## config.mk

```make
export PLATFORM = sky130hd
export DESIGN_NAME = reg_file_sb
export DESIGN_NICKNAME = d
export VERILOG_FILES = /design/src/rtl/reg_file_pkg.sv /design/src/rtl/reg_file_sb_wen_decode.sv /design/src/rtl/reg_file_sb.sv
export SDC_FILE = /design/constraint.sdc
export NUM_CORES = 2
export LEC_CHECK = 0
export BUFFER_PORTS_ARGS = -buffer_cell sky130_fd_sc_hd__buf_2
export CAP_MARGIN = 20
export CORE_MARGIN = 10
export CORE_UTILIZATION = 40
export CTS_CLUSTER_SIZE = 25
export DETAILED_ROUTE_END_ITERATION = 10
export GPL_ROUTABILITY_DRIVEN = 0
export HOLD_SLACK_MARGIN = 0.1
export SYNTH_ARGS = -nofsm -noshare
export SYNTH_HDL_FRONTEND = slang
export SYNTH_SLANG_ARGS = --single-unit
```

## constraint.sdc

```tcl
create_clock -name clk -period 9.9 [get_ports clk]
set_input_delay 0.99 -clock clk [delete_from_list [all_inputs] [get_ports clk]]
set_output_delay 0.99 -clock clk [all_outputs]
set_load 0.005 [all_outputs]
```

## src/rtl/reg_file_pkg.sv

```systemverilog
// Shared types and defaults for the register file / scoreboard slice.
package reg_file_pkg;

    localparam int DATA_W_DEF = 32;
    localparam int ADDR_W_DEF = 5;
    localparam logic [ADDR_W_DEF-1:0] ZERO_REG = '0;

    typedef logic [ADDR_W_DEF-1:0] reg_addr_t;
    typedef logic [DATA_W_DEF-1:0] reg_data_t;

endpackage

```

## src/rtl/reg_file_sb_wen_decode.sv

```systemverilog
// Gated one-hot address decoder; bit 0 is always masked off because register 0 is hardwired.
module wen_decode import reg_file_pkg::*; #(
    parameter int ADDR_W = ADDR_W_DEF
) (
    input  logic                 en,
    input  logic [ADDR_W-1:0]    addr,
    output logic [2**ADDR_W-1:0] onehot
);

    localparam int NREGS = 2**ADDR_W;

    for (genvar gi = 0; gi < NREGS; gi++) begin : gDecode
        if (gi == 0) begin : gZero
            assign onehot[gi] = 1'b0;
        end else begin : gSel
            assign onehot[gi] = en & (addr == ADDR_W'(gi));
        end
    end

endmodule

```

## src/rtl/reg_file_sb.sv

```systemverilog
// Register file with one write port, two combinational read ports and a busy scoreboard.
// Optional same-cycle write-to-read bypass is enabled by defining REG_FILE_BYPASS_EN.
module reg_file_sb import reg_file_pkg::*; #(
    parameter int DATA_W = DATA_W_DEF,
    parameter int ADDR_W = ADDR_W_DEF
) (
    input  logic                 clk,
    input  logic                 reset,
    input  logic                 RegWrite,
    input  logic [ADDR_W-1:0]    WriteRegister,
    input  logic [DATA_W-1:0]    WriteData,
    input  logic [ADDR_W-1:0]    ReadRegister1,
    input  logic [ADDR_W-1:0]    ReadRegister2,
    output logic [DATA_W-1:0]    ReadData1,
    output logic [DATA_W-1:0]    ReadData2,
    input  logic                 IssueEn,
    input  logic [ADDR_W-1:0]    IssueReg,
    output logic                 Busy1,
    output logic                 Busy2,
    output logic [2**ADDR_W-1:0] WriteEn,
    output logic [2**ADDR_W-1:0] BusyVec
);

    localparam int NREGS = 2**ADDR_W;
    localparam logic [ADDR_W-1:0] ZERO_ADDR = ADDR_W'(ZERO_REG);

    logic [DATA_W-1:0] regsReg [NREGS];
    logic [NREGS-1:0]  busyReg;
    logic [NREGS-1:0]  busyNext;
    logic [NREGS-1:0]  setVec;

    wen_decode #(.ADDR_W(ADDR_W)) uWriteDecode (
        .en     (RegWrite),
        .addr   (WriteRegister),
        .onehot (WriteEn)
    );

    wen_decode #(.ADDR_W(ADDR_W)) uIssueDecode (
        .en     (IssueEn),
        .addr   (IssueReg),
        .onehot (setVec)
    );

    // A new reservation beats a retiring write to the same register.
    for (genvar gi = 0; gi < NREGS; gi++) begin : gBusy
        if (gi == 0) begin : gZero
            assign busyNext[gi] = 1'b0;
        end else begin : gReg
            assign busyNext[gi] = setVec[gi] | (busyReg[gi] & ~WriteEn[gi]);
        end
    end

    always_ff @(posedge clk) begin
        if (reset) begin
            busyReg <= '0;
            for (int i = 0; i < NREGS; i++) begin
                regsReg[i] <= '0;
            end
        end else begin
            busyReg <= busyNext;
            for (int i = 1; i < NREGS; i++) begin
                if (WriteEn[i]) begin
                    regsReg[i] <= WriteData;
                end
            end
        end
    end

    assign BusyVec = busyReg;

    always_comb begin
        ReadData1 = (ReadRegister1 == ZERO_ADDR) ? '0 : regsReg[ReadRegister1];
        ReadData2 = (ReadRegister2 == ZERO_ADDR) ? '0 : regsReg[ReadRegister2];
        Busy1     = busyReg[ReadRegister1];
        Busy2     = busyReg[ReadRegister2];
`ifdef REG_FILE_BYPASS_EN
        // The retiring write satisfies the reader now, unless the same register is being re-reserved.
        if (RegWrite && (WriteRegister != ZERO_ADDR) && (WriteRegister == ReadRegister1)) begin
            ReadData1 = WriteData;
            if (!(IssueEn && (IssueReg == ReadRegister1))) begin
                Busy1 = 1'b0;
            end
        end
        if (RegWrite && (WriteRegister != ZERO_ADDR) && (WriteRegister == ReadRegister2)) begin
            ReadData2 = WriteData;
            if (!(IssueEn && (IssueReg == ReadRegister2))) begin
                Busy2 = 1'b0;
            end
        end
`endif
    end

endmodule
```

==> run summary <==
Final wirelength: 175 mm
Root buffer cell: clkbuf_16
Max transition margin: 25.6%
Fraction of final layout cells with drive strength greater than 1: 30.6%
Max Clock Freq: 185 MHz
Post-synth top cells: 992 x edfxtp_1, 633 x nor2_1, 464 x mux4_2, 195 x clkbuf_1, 138 x nand2_1
Worst hold stages: 2
Depth of the worst register-to-register path: 1
Classification of the worst-slack hold path: reg2reg
R2r startpoint: BusyVec[16]
Smallest hold slack: 0.504 ns
Reported max-cap violation count: 0
Clock sink count: 1023
Final setup vio count: 0
Worst clock skew: 0 ns
Per-instance average area after synthesis: 15.6 um^2
Predominant post-synthesis flop cell: edfxtp_1
Arr. time, crit path: 4.41 ns
Largest net degree at the start of global routing: 117
Antenna violations before repair: 4
CTS tree: done
Cells along the critical path: buf_6 > inv_4 > buf_4 > nor2_1 > nor3_1 > o31a_1 > buf_2
Fraction of the cycle the final worst path needs: 54.6%
Critical-path maximum fanout: 58
Overall die width: 374 um
Share of the synthesized area in the top cell type: 59.4%
Post-detailed-route count of antenna-violating nets: 0
Final count of hold timing violations: 0
Crit. End Element: output pin
Worst skew pair latency: 0.69 ns
Area growth syn-to-layout: 12.3%
Initial DRT Pass Iterations: 6
Number of pins exceeding their max-slew limit in the final report: 0
Total power divided by cell area: 186 mW/mm^2
Overall via count from detail_route: 32798
Worst Setup Slack, final: 4.50 ns
Iter 0 DRT Violations: 4262
Top post-synthesis cells by area: edfxtp_1 59%, mux4_2 21%, nor2_1 4.7%, mux2i_1 1.9%, mux2_2 1.6%
#FFs+latches synth: 1023
Overall power: 10.5 mW
Worst endpoint required time: 8.91 ns
Routed length per instance: 35.0 um
Total Routing Usage GR: 24.4%
Max Root-Sink Buffers: 3
First-pass GRT wire length: 247 mm
Time the worst path needs with I/O delays and setup: 5.40 ns
Number of nets in the layout: 3341
Via count of the first global-routing pass: 33510
Kind of cell with the highest combined delay on the critical path: buffers and inverters
Area of the placeable core: 0.124 mm^2
Number of enable-type register cells in the synthesized netlist: 992
Sequential cell area fraction in the yosys report: 60.7%
Maximum vdd ir drop: 0.143 mV
Post-synth design cell area: 0.0501 mm^2
IO buf count: 183
Vias/cell: 6.55
Remaining DRCs: 0
Clock buffers created by TritonCTS: 106
Crit path kind: in2out
Post-synth top area cell: edfxtp_1
Total stage count of the critical path: 7
Die ar.: 0.140 mm^2
Status: finished clean
Total setup buffers inserted after CTS: 0
Register clock-pin slew on the reported worst setup and hold paths: 0.06 ns
Critical Path Source Type: primary input
CP Launch Point: ReadRegister1[2]
Hold bufs inserted after CTS: 0
Final global-route overflow total: 0
CP Buf/Inv Count: 4
Lkg Pwr: 18.8 nW
Post-synthesis cell count: 3204
Final HPWL DP: 97.3 mm
R2R Setup Slk: 9.18 ns
Distinct cell type count after synthesis: 47
Post-cts gate resize count: 0
Final cell count without fillers: 5005
Initial core utilization: 40.4%
Die Span Y: 374 um
Site Rows: 129
Cell with the most instances after synthesis: edfxtp_1
Worst stage delay on the critical path: 0.91 ns
Worst Max-Slew Pin Slew: 1.11 ns
Placement Setup Slack: 4.55 ns
Setup TNS: 0 ns
Number of H-tree levels: 3
Cell count after placement: 4814
Proportion of register bits with asynchronous set or reset after synthesis: 0%
Slowest stage cell on the critical path: nor3_1
Critical Path Sink: ReadData1[16]
Setup repair after global routing missed its margin: false
Capturing point of the worst reg2reg path: BusyVec[16]
Count of warnings emitted by yosys: 0
Number of primary I/O pins: 186
## kinds of logic after synthesis
kind of cell	share of synthesized area (%)
other	0.00748
AO/OA/AOI/OAI	5.05
multiplexers	24.4
buffers and inverters	3.20
flip-flops	60.7
AND/OR/NAND/NOR	6.69
## power by group
group / total [mW] / internal (mW) / switching, mW / leakage [nW]
combinational: 1.33 / 0.534 / 0.797 / 7.45
sequential: 5.20 / 5.06 / 0.135 / 9.77
clock: 3.93 / 2.22 / 1.71 / 1.62
## placed cells by master (no fill, tap or decap), drive strengths merged, types with 32 or more instances in the layout
cell type	synthesis	routed
a221oi	35	35
a32oi	62	62
buf	118	285
clkbuf	195	145
edfxtp	992	992
inv	77	82
mux2	71	71
mux2i	96	96
mux4	464	464
nand2	138	138
nor2	633	633
nor3	35	35
o211ai	33	33
o31a	32	32
## through the flow
step | util (%) | instance area, um^2
final | 45.3 | 56300
after detailed placement | 42.6 | 52900
after global routing | 45.3 | 56300
after CTS | 45.3 | 56300
after global placement | 42.6 | 52900
after floorplan | - | 50100
## state kept, by name, summed over array words and instances, names as in the netlist
register / cells
BusyVec: 31
regsReg: 992
## routing by layer
metal,track usage (%),wire length [um]
met1,32.1,65800
met2,37.5,78900
met4,11.0,8870
met3,6.98,21300
met5,0,13
## area by class of cell
cell class / count / area (um^2)
clock buffer: 145 / 2920
inverter: 78 / 300
sequential: 1023 / 30400
clock inverter: 45 / 410
fill: 10753 / 67900
multi-input combinational: 1791 / 18400
timing repair buffer: 285 / 1800
antenna: 1 / 2.50
tap: 1637 / 2050
## worst min path at each step
stage                     slack, ns        start           to
after detailed placement       0.49   BusyVec[1]   BusyVec[1]
after global placement         0.48  BusyVec[27]  BusyVec[27]
after global routing           0.53  BusyVec[30]  BusyVec[30]
final                          0.50  BusyVec[30]  BusyVec[30]
after floorplan                0.47  BusyVec[30]  BusyVec[30]
after CTS                      0.50  BusyVec[30]  BusyVec[30]
(Power assumes the default switching activity.)
